$ cat src/rtl/issue_queue.sv
// Age-ordered issue queue: dispatch up to SS ops/cycle, CDB wakeup with dispatch
// bypass, oldest-first select onto NUM_ISSUE function units, full flush.
module issue_queue #(
    parameter int SS        = 2,
    parameter int DEPTH     = 8,
    parameter int NUM_ISSUE = 2,
    parameter int NUM_CDB   = 2,
    parameter int ROB_ID_W  = 5,
    parameter int PAYLOAD_W = 64,
    parameter int TYPE_W    = 2,
    parameter logic [TYPE_W-1:0] FU_TYPE = '0
) (
    input  logic                           clk,
    input  logic                           rst,
    input  logic [SS-1:0]                  disp_valid,
    input  logic [SS*TYPE_W-1:0]           disp_type,
    input  logic [SS*ROB_ID_W-1:0]         disp_rob_id,
    input  logic [SS*ROB_ID_W-1:0]         disp_src1_tag,
    input  logic [SS-1:0]                  disp_src1_rdy,
    input  logic [SS*ROB_ID_W-1:0]         disp_src2_tag,
    input  logic [SS-1:0]                  disp_src2_rdy,
    input  logic [SS*PAYLOAD_W-1:0]        disp_payload,
    output logic                           disp_stall,
    input  logic [NUM_CDB-1:0]             cdb_valid,
    input  logic [NUM_CDB*ROB_ID_W-1:0]    cdb_tag,
    input  logic [NUM_ISSUE-1:0]           fu_ready,
    input  logic                           flush,
    output logic [NUM_ISSUE-1:0]           issue_valid,
    output logic [NUM_ISSUE*ROB_ID_W-1:0]  issue_rob_id,
    output logic [NUM_ISSUE*PAYLOAD_W-1:0] issue_payload,
    output logic [$clog2(DEPTH+1)-1:0]     occupancy
);

    localparam int OCC_W = $clog2(DEPTH+1);

    logic [DEPTH-1:0]     valid_q, s1_rdy_q, s2_rdy_q, s1_rdy_n, s2_rdy_n;
    logic [ROB_ID_W-1:0]  rob_q [DEPTH];
    logic [ROB_ID_W-1:0]  s1_tag_q [DEPTH];
    logic [ROB_ID_W-1:0]  s2_tag_q [DEPTH];
    logic [PAYLOAD_W-1:0] pay_q [DEPTH];
    // age_q[i][j] = 1 when entry i is older than entry j
    logic [DEPTH-1:0]     age_q [DEPTH];
    logic [DEPTH-1:0]     age_n [DEPTH];
    logic [OCC_W-1:0]     occ_q, num_acc, num_iss;

    logic [SS-1:0]        accept;
    logic [DEPTH-1:0]     alloc_oh [SS];
    logic [DEPTH-1:0]     alloc_any, used, eligible, taken, cand, bit_i;
    logic                 found;
    logic [NUM_ISSUE-1:0] sel_valid;
    logic [ROB_ID_W-1:0]  sel_rob [NUM_ISSUE];
    logic [PAYLOAD_W-1:0] sel_pay [NUM_ISSUE];

    function automatic logic cdb_hit(input logic [ROB_ID_W-1:0] tag,
                                     input logic [NUM_CDB-1:0] cv,
                                     input logic [NUM_CDB*ROB_ID_W-1:0] ct);
        logic hit;
        hit = 1'b0;
        for (int unsigned c = 0; c < NUM_CDB; c++)
            if (cv[c] && ct[c*ROB_ID_W +: ROB_ID_W] == tag) hit = 1'b1;
        return hit;
    endfunction

    assign disp_stall = (DEPTH - int'(occ_q)) < SS;
    assign occupancy  = occ_q;

    // Accepted lanes take the lowest free entries in lane order; entries
    // freed by this cycle's issue are not reused until next cycle.
    always_comb begin
        accept    = '0;
        used      = '0;
        alloc_any = '0;
        num_acc   = '0;
        found     = 1'b0;
        for (int unsigned k = 0; k < SS; k++) begin
            alloc_oh[k] = '0;
            accept[k]   = disp_valid[k] && disp_type[k*TYPE_W +: TYPE_W] == FU_TYPE
                          && !disp_stall && !flush;
            found = 1'b0;
            if (accept[k]) begin
                num_acc = num_acc + OCC_W'(1);
                for (int unsigned i = 0; i < DEPTH; i++) begin
                    if (!valid_q[i] && !used[i] && !found) begin
                        alloc_oh[k][i] = 1'b1;
                        used[i]        = 1'b1;
                        found          = 1'b1;
                    end
                end
            end
            alloc_any = alloc_any | alloc_oh[k];
        end
    end

    always_comb begin
        for (int unsigned i = 0; i < DEPTH; i++) begin
            age_n[i]    = age_q[i];
            s1_rdy_n[i] = s1_rdy_q[i] | cdb_hit(s1_tag_q[i], cdb_valid, cdb_tag);
            s2_rdy_n[i] = s2_rdy_q[i] | cdb_hit(s2_tag_q[i], cdb_valid, cdb_tag);
        end
        // Later lanes overwrite earlier ones, so a lower lane ends up older.
        for (int unsigned k = 0; k < SS; k++) begin
            for (int unsigned i = 0; i < DEPTH; i++) begin
                if (alloc_oh[k][i]) begin
                    s1_rdy_n[i] = disp_src1_rdy[k] |
                        cdb_hit(disp_src1_tag[k*ROB_ID_W +: ROB_ID_W], cdb_valid, cdb_tag);
                    s2_rdy_n[i] = disp_src2_rdy[k] |
                        cdb_hit(disp_src2_tag[k*ROB_ID_W +: ROB_ID_W], cdb_valid, cdb_tag);
                    age_n[i] = '0;
                    for (int unsigned j = 0; j < DEPTH; j++)
                        if (j != i) age_n[j][i] = 1'b1;
                end
            end
        end
    end

    always_comb begin
        eligible  = valid_q & s1_rdy_q & s2_rdy_q;
        taken     = '0;
        sel_valid = '0;
        num_iss   = '0;
        cand      = '0;
        bit_i     = '0;
        for (int unsigned p = 0; p < NUM_ISSUE; p++) begin
            sel_rob[p] = '0;
            sel_pay[p] = '0;
            cand = eligible & ~taken;
            if (fu_ready[p]) begin
                for (int unsigned i = 0; i < DEPTH; i++) begin
                    bit_i = DEPTH'(1) << i;
                    if (cand[i] && !sel_valid[p] && ((cand & ~age_q[i] & ~bit_i) == '0)) begin
                        sel_valid[p] = 1'b1;
                        sel_rob[p]   = rob_q[i];
                        sel_pay[p]   = pay_q[i];
                        taken        = taken | bit_i;
                    end
                end
            end
            if (sel_valid[p]) num_iss = num_iss + OCC_W'(1);
        end
    end

    always_ff @(posedge clk) begin
        if (rst) begin
            valid_q       <= '0;
            occ_q         <= '0;
            issue_valid   <= '0;
            issue_rob_id  <= '0;
            issue_payload <= '0;
        end else if (flush) begin
            valid_q     <= '0;
            occ_q       <= '0;
            issue_valid <= '0;
        end else begin
            valid_q  <= (valid_q & ~taken) | alloc_any;
            s1_rdy_q <= s1_rdy_n;
            s2_rdy_q <= s2_rdy_n;
            age_q    <= age_n;
            occ_q    <= occ_q + num_acc - num_iss;
            for (int unsigned k = 0; k < SS; k++) begin
                for (int unsigned i = 0; i < DEPTH; i++) begin
                    if (alloc_oh[k][i]) begin
                        rob_q[i]    <= disp_rob_id[k*ROB_ID_W +: ROB_ID_W];
                        s1_tag_q[i] <= disp_src1_tag[k*ROB_ID_W +: ROB_ID_W];
                        s2_tag_q[i] <= disp_src2_tag[k*ROB_ID_W +: ROB_ID_W];
                        pay_q[i]    <= disp_payload[k*PAYLOAD_W +: PAYLOAD_W];
                    end
                end
            end
            issue_valid <= sel_valid;
            for (int unsigned p = 0; p < NUM_ISSUE; p++) begin
                if (sel_valid[p]) begin
                    issue_rob_id[p*ROB_ID_W +: ROB_ID_W]    <= sel_rob[p];
                    issue_payload[p*PAYLOAD_W +: PAYLOAD_W] <= sel_pay[p];
                end
            end
        end
    end

endmodule

$ cat config.mk
export PLATFORM = sky130hd
export DESIGN_NAME = issue_queue
export DESIGN_NICKNAME = d
export VERILOG_FILES = /design/src/rtl/issue_queue.sv
export SDC_FILE = /design/constraint.sdc
export NUM_CORES = 2
export LEC_CHECK = 0
export ABC_AREA = 1
export CORE_MARGIN = 8
export CORE_UTILIZATION = 57
export DETAILED_ROUTE_END_ITERATION = 16
export PLACE_DENSITY = 0.78
export SLEW_MARGIN = 20
export SYNTH_ARGS = -nofsm -noshare
export SYNTH_HDL_FRONTEND = slang
export SYNTH_SLANG_ARGS = --single-unit
export TNS_END_PERCENT = 30
$ cat constraint.sdc
create_clock -name clk -period 22.8 [get_ports clk]
set_input_delay 5.7 -clock clk [delete_from_list [all_inputs] [get_ports clk]]
set_output_delay 5.7 -clock clk [all_outputs]
set_load 0.02 [all_outputs]
**Word level (Yosys, flattened, before mapping)**

Memories as Yosys holds them, arrays and structs flattened.
Index checks and enable logic that the tools add are counted.
W data, S select, Z words.

- Register bits after elaboration: 224
- RAM bits: 632
- Word-level logic and storage cells: 863
- Memories: 4
- Input bits: 185

- Order comparisons: 1
- Reductions and logical operators: 222
- $add $sub $neg: 5
- Bitwise logic cells: 114
- Equality and inequality tests: 40
- Mux-type cells: 412

Memories:

| name | depth | bits a word | rd ports | clocked after Yosys merged registers in | wr ports | RTL line | source |
|---|---|---|---|---|---|---|---|
| pay_q | 8 | 64 | 8 | 0 | 8 | 40 | `logic [PAYLOAD_W-1:0] pay_q [DEPTH];` |
| rob_q | 8 | 5 | 8 | 0 | 8 | 37 | `logic [ROB_ID_W-1:0] rob_q [DEPTH];` |
| s1_tag_q | 8 | 5 | 8 | 0 | 8 | 38 | `logic [ROB_ID_W-1:0] s1_tag_q [DEPTH];` |
| s2_tag_q | 8 | 5 | 8 | 0 | 8 | 39 | `logic [ROB_ID_W-1:0] s2_tag_q [DEPTH];` |

Operators by type and width:

| cell | number |
|---|---|
| $mux W64 | 26 |
| $mux W1 | 309 |
| $mux W5 | 44 |
| $eq A5 B5 Y1 | 40 |
| $mux W8 | 20 |
| $and A8 B8 Y8 | 18 |
| $logic_not A8 Y1 | 16 |
| $reduce_bool A4 Y1 | 28 |
| $logic_and A1 B1 Y1 | 98 |
| $reduce_and A3 Y1 | 28 |
| $or A1 B1 Y1 | 80 |
| $not A8 Y8 | 9 |
| $logic_not A1 Y1 | 46 |
| $mux W7 | 3 |
| $or A8 B8 Y8 | 2 |
| $and A7 B7 Y7 | 2 |
| $mux W4 | 3 |
| $mux W6 | 2 |
| $not A7 Y7 | 1 |
| $mux W2 | 3 |
| $mux W3 | 2 |
| $reduce_and A2 Y1 | 3 |
| $lt A5 B3 Y1 const B | 1 |
| $sub A4 B4 Y5 const A | 1 |
| other kinds (7) | 9 |

**Longest topological paths before layout**

- Word-level depth: 87
- Mapped depth: 27
- Gate-level depth less buffers: 27

**Least setup slack after synthesis**

No wires, ideal clock.

- Kind: input -> register
- Start: input disp_type[1]
- End: register age_q[15] in the netlist's numbering (enable)
- Arrival: 11.786 ns
- Stages on the path: 15
- Slack: 10.696 ns
- Buffers on the path: 1
- Path through: or2_2 -> nor4_4 -> inv_2 -> nor3_1 -> inv_1 -> nand2_1 -> nand4_1 -> inv_1 -> buf_4 -> nand2_1 -> nand2_1 -> inv_1 -> nor2_1 -> inv_1 -> nand2_1

- Longest elaborated chain between the ends: 39
- Elaborated cells between the ends (all ways): 54
- Classes of those cells: 18 x mux; 36 x reduce/logical

RTL lines:

| what | RTL line | source |
|---|---|---|
| start, declared | 16 | `input logic [SS*TYPE_W-1:0] disp_type,` |
| $logic_not A2 Y1 (*) | 77 | `accept[k] = disp_valid[k] && disp_type[k*TYPE_W +: TYPE_W] == FU_TYPE` |
| $logic_and A1 B1 Y1 (*) | 77 |  |
| $logic_and A1 B1 Y1 (*) (2 in a row) | 78 | `&& !disp_stall && !flush;` |
| $mux W8 (*) | 80 | `if (accept[k]) begin` |
| $logic_not A1 Y1 | 83 | `if (!valid_q[i] && !used[i] && !found) begin` |
| $logic_and A1 B1 Y1 | 83 |  |
| $mux W1 | 83 |  |
| $mux W1 | 80 |  |
| [22 not listed] | -- |  |
| $mux W1 | 83 |  |
| $mux W1 | 80 |  |
| $logic_not A1 Y1 | 83 |  |
| $logic_and A1 B1 Y1 | 83 |  |
| $mux W1 | 83 |  |
| $mux W8 | 80 |  |
| $reduce_bool A4 Y1 (no line) (*) | -- |  |
| $reduce_and A3 Y1 (no line) (*) | -- |  |
| end signal, assigned | 157 | `age_q <= age_n;` |
| end, declared | 42 | `logic [DEPTH-1:0] age_q [DEPTH];` |

Mark *: on every way between the ends. The rest lies on a longest branch, timed or not. The select of a mux whose other input is x is not followed.
A chain may end at the register's enable or synchronous reset.

**Worst setup path in the final report**

- Start: input fu_ready[0]
- End: register issue_payload[112]

- Longest elaborated chain between the ends: 44
- Elaborated cells between the ends (all ways): 67
- Classes of those cells: 26 x mux; 10 x bitwise; 31 x reduce/logical

RTL lines:

| what | RTL line | source |
|---|---|---|
| start, declared | 26 | `input logic [NUM_ISSUE-1:0] fu_ready,` |
| $mux W8 (*) | 127 | `if (fu_ready[p]) begin` |
| $not A8 Y8 (*) | 126 | `cand = eligible & ~taken;` |
| $and A8 B8 Y8 (*) | 126 |  |
| $and A8 B8 Y8 | 130 | `if (cand[i] && !sel_valid[p] && ((cand & ~age_q[i] & ~bit_i) == '0)) begin` |
| $logic_not A8 Y1 | 130 |  |
| $logic_and A1 B1 Y1 | 130 |  |
| $mux W1 | 130 |  |
| $mux W1 | 127 |  |
| [26 not listed] | -- |  |
| $logic_and A1 B1 Y1 (2 in a row) | 130 |  |
| $mux W1 | 130 |  |
| $mux W1 | 127 |  |
| $logic_not A1 Y1 | 130 |  |
| $logic_and A1 B1 Y1 (2 in a row) | 130 |  |
| $mux W1 | 130 |  |
| $mux W1 | 127 |  |
| $reduce_and A2 Y1 (no line) | -- |  |
| end signal, assigned by index | 173 | `issue_payload[p*PAYLOAD_W +: PAYLOAD_W] <= sel_pay[p];` |
| end, declared | 30 | `output logic [NUM_ISSUE*PAYLOAD_W-1:0] issue_payload,` |

Marks and branches as above.

==> results_dict.tcl <==
set metrics [dict create \
    ff2ff_setup_slack_ns 15.72 \
    post_cts_hold_buffer_count 0 \
    finalHoldViolCount 0 \
    criticalPathCategory "primary input to flip-flop" \
    clock_tree_from_tritoncts "built" \
    synth.lib_cells_used.distinct 56 \
    post_syn_instances 5722 \
    grt_overflow_total 0 \
    worstPathMaxFanout 63 \
    yosys_most_used_dff "sky130_fd_sc_hd__edfxtp_1" \
    main_combinational_cell_family_by_area_after_synthesis "simple AND/OR/NAND/NOR gates" \
    grt_use_total_pct 36.2 \
    ff2ff_path_depth 23 \
    cp.required_ns 23.29 \
    clockRootBuffer "sky130_fd_sc_hd__clkbuf_16" \
    cell_internal_pwr_mw 2.68 \
    nets 6019 \
    drc 0 \
    cts.sink_count 856 \
    max_clock_freq_mhz 90.8 \
    cp-endpoint "issue_payload[112]" \
    final_antenna_net_count 0 \
    cts-htree-levels 3 \
    postCtsSetupRepairBufs 0 \
    final.fill_count 6594 \
    synth-compound-area-share_pct 17.5 \
    multiInputGateArea_mm2 0.0187 \
    power.switching_mw 0.786 \
    post-route-period-util_pct 48.3 \
    synth-seq-cells 856 \
    finalWorstSetupSlack_ns 11.79 \
    cts.clk_slew.worst_paths_ns 0.06 \
    place.port_buffers 329 \
    area_delta_synth_final_pct 14.9 \
    max_slew.worst_pin.slew_ns 1.22 \
    route.vias.total 44700 \
    holdCritPathClass "flip-flop to flip-flop" \
    fp.dieH_um 303 \
    area.sequential_mm2 0.0242 \
    initial_core_utilization_pct 57.3 \
    power_frac_comb_pct 5.4 \
    cell_area_after_layout_mm2 0.0538 \
    crit_path_start "fu_ready[0]" \
    p_leak_nw 21.7 \
    data_arrival_time_of_the_critical_path_ns 11.51 \
    cts_made_buffers 91 \
    worst_ir_drop_vdd_v 0.0000681 \
    max-cap-violations 0 \
    synth.yosys.warnings 0 \
    clkPwrFrac_pct 45.6 \
    die-area_mm2 0.0915 \
    via_count_of_the_first_global_routing_pass 43000 \
    detail_route.first_pass.iterations 9 \
    dieWidth_um 303 \
    first_pass_grt_wire_length_um 253000 \
    synth_enable_flop_cells 704 \
    synth_adder_area_share_pct 0.299 \
    yosys.area_share.xor_xnor_pct 1.07 \
    power_switching_share_pct 22.7 \
    critPathCaptureType "flip-flop" \
    run_status "complete, no violations" \
    syn-mean-instance-area_um2 8.18 \
    dpl.hpwl_um 100000 \
    timing_max_transition_violations_final 0 \
    synth_async_sr_flop_share_pct 0 \
    ioPinCount 330 \
    fin_cells 6995 \
    share_of_final_layout_standard_cells_stronger_than_drive_strength_1_pct 4.93 \
    vias_per_cell 6.39 \
    setup_viol 0 \
    insertion_delay_ns 0.67 \
    yosys-mux-area-fraction_pct 0 \
    number_of_antenna_violations_at_the_first_check_in_global_routing 31 \
    drt_wl_total_um 171000 \
    worst_setup_path_start_kind "primary input" \
    powerDensity_mw_per_mm2 64.5 \
    power.share.sequential_pct 49.0 \
    synth.cell_area_mm2 0.0468 \
    first_iter_violations 7178 \
    maxSlewHeadroom_pct 18.4 \
    placement.setup.worst_slack_ns 11.29 \
    dpl_cell_area_mm2 0.0506 \
    layout_commonest_cell "sky130_fd_sc_hd__nand2_1" \
    design.core.area_mm2 0.0817 \
    final_period_minus_worst_setup_slack_ns 11.01 \
    critical-path-top-cell-by-count "sky130_fd_sc_hd__nand2_1" \
    finalClockSkew_ns 0.0290 \
    hold-worst-slack_ns 0.452 \
    timing.setup.tns_ns 0 \
    rows 105 \
    grt_setup_unrepaired "false" \
    critical_path.cell_chain "clkdlybuf4s50_1 -> nand3_2 -> nand2_1 -> nor2_1 -> nor2_1 -> nand3_1 -> nor2_2 -> nand3_4 -> nand4_1 -> nor2_4 -> nand4_4 -> buf_4 -> buf_4 -> nand2_1 -> inv_1 -> nand2_1 -> nand2_1 -> a21oi_1" \
    crit_path_largest_cell_delay_ns 0.82 \
    final_gp_congestion 0.942 \
    grt_max_degree 101 \
    synthesis.nets 5917 \
    postCtsResizedCells 0 \
    reg_to_reg_critical_path_startpoint "s1_rdy_q[0]" \
    cts_buffer_depth 3 \
    dpl.cell_count 6801 \
    synth_sequential_area_ratio_pct 51.7 \
    synth_simple_gate_area_share_pct 20.7 \
    wire_per_inst_um 24.5 \
    most-common-layout-cells "sky130_fd_sc_hd__nand2_1 (1388), sky130_fd_sc_hd__o21ai_0 (795), sky130_fd_sc_hd__edfxtp_1 (704)" \
    crit_slowest_cell "sky130_fd_sc_hd__nand3_4" \
    regToRegEndpoint "issue_payload[112]" \
]
## power groups by stage
stage | Sequential, mW | Clock, mW | Combinational, mW
after floorplan | 1.73 | 0 | 0.0940
after global placement | 1.73 | 0 | 0.175
after detailed placement | 1.73 | 0 | 0.181
after CTS | 1.70 | 1.58 | 0.182
after global routing | 1.70 | 1.64 | 0.204
final | 1.70 | 1.58 | 0.188
## kinds of logic after synthesis
logic type | Yosys count
simple gates | 2340
compound gates | 1405
buf+inv | 1054
flops | 856
xor+xnor | 57
fa+ha+maj | 10
## flip-flops by register name, indices dropped and copies added (netlist names)
| name | cells |
|---|---|
| pay_q | 512 |
| issue_payload | 128 |
| age_q | 56 |
| rob_q | 40 |
| s1_tag_q | 40 |
| s2_tag_q | 40 |
| issue_rob_id | 10 |
| s1_rdy_q | 8 |
| s2_rdy_q | 8 |
| valid_q | 8 |
| occupancy | 4 |
| issue_valid | 2 |
## metal layers
metal | part of all wire [%] | wire length [um] | track usage (%) | vias up
li1 | - | - | - | 19800
met3 | 15 | 25800 | 9.86 | 757
met2 | 44 | 76000 | 56.6 | 3687
met4 | 6.0 | 10400 | 22.2 | 20
met5 | 0.072 | 123 | 0 | -
met1 | 34 | 59000 | 44.5 | 20400
## cell type report
| type | instances | area share (%) |
|---|---|---|
| Antenna cell | 22 | 0.102 |
| Clock buffer | 117 | 4.60 |
| Clock inverter | 55 | 1.27 |
| Inverter | 667 | 4.68 |
| Multi-Input combinational cell | 3812 | 34.8 |
| Sequential cell | 856 | 45.0 |
| Tap cell | 1070 | 2.49 |
| Timing Repair Buffer | 396 | 7.07 |
## how the worst min path moves through the flow
stage	startpoint	endpoint	slack, ns	cells past startpoint
after floorplan	valid_q[2]	valid_q[2]	0.50	2
after global placement	issue_payload[17]	issue_payload[17]	0.44	2
after detailed placement	issue_payload[60]	issue_payload[60]	0.45	2
after CTS	issue_payload[45]	issue_payload[45]	0.46	2
after global routing	issue_payload[45]	issue_payload[45]	0.47	2
final	issue_payload[21]	issue_payload[21]	0.45	2
## per-stage QoR
stage | util [%] | total power, mW
finish | 65.8 | 3.47
floorplan | - | 1.83
CTS | 65.7 | 3.46
global placement | 61.9 | 1.91
detailed placement | 61.9 | 1.91
global route | 65.8 | 3.55
## critical path, delay by kind of cell
kind | cells | cell delay, ns
buffers and inverters | 4 | 2.30
and+or+nand+nor | 13 | 3.36
AOI/OAI and AO/OA | 1 | 0.06
## synth_stat cells, types with 5 or more instances
cell type	number	area share, %
sky130_fd_sc_hd__buf_4	7	0.11
sky130_fd_sc_hd__buf_6	6	0.14
sky130_fd_sc_hd__dfxtp_1	152	6.5
sky130_fd_sc_hd__o22ai_1	65	0.87
sky130_fd_sc_hd__xor2_1	43	0.80
sky130_fd_sc_hd__a211oi_1	76	1.2
sky130_fd_sc_hd__edfxtp_1	704	45
sky130_fd_sc_hd__xnor2_1	14	0.26
sky130_fd_sc_hd__o21ai_0	795	8.5
sky130_fd_sc_hd__o311ai_0	9	0.17
sky130_fd_sc_hd__buf_1	28	0.22
sky130_fd_sc_hd__buf_2	64	0.68
sky130_fd_sc_hd__o2111ai_1	51	0.95
sky130_fd_sc_hd__a31oi_1	13	0.17
sky130_fd_sc_hd__inv_1	641	5.1
sky130_fd_sc_hd__clkbuf_1	280	2.2
sky130_fd_sc_hd__ha_1	8	0.21
sky130_fd_sc_hd__a21oi_1	204	2.2
sky130_fd_sc_hd__nand2_1	1394	11
sky130_fd_sc_hd__nand4_1	119	1.6
sky130_fd_sc_hd__nor2_1	507	4.1
sky130_fd_sc_hd__nor3_1	14	0.15
sky130_fd_sc_hd__nor2_2	7	0.094
sky130_fd_sc_hd__o21ai_1	14	0.15
sky130_fd_sc_hd__o41ai_1	6	0.11
sky130_fd_sc_hd__o211ai_1	37	0.59
sky130_fd_sc_hd__a221oi_1	118	2.2
sky130_fd_sc_hd__a32oi_1	5	0.094
sky130_fd_sc_hd__inv_2	12	0.096
sky130_fd_sc_hd__nor2_4	5	0.12
sky130_fd_sc_hd__clkinv_1	14	0.11
sky130_fd_sc_hd__nand3_2	11	0.24
sky130_fd_sc_hd__nand4_2	5	0.13
sky130_fd_sc_hd__nand3_1	260	2.8
(Power assumes the default switching activity.)
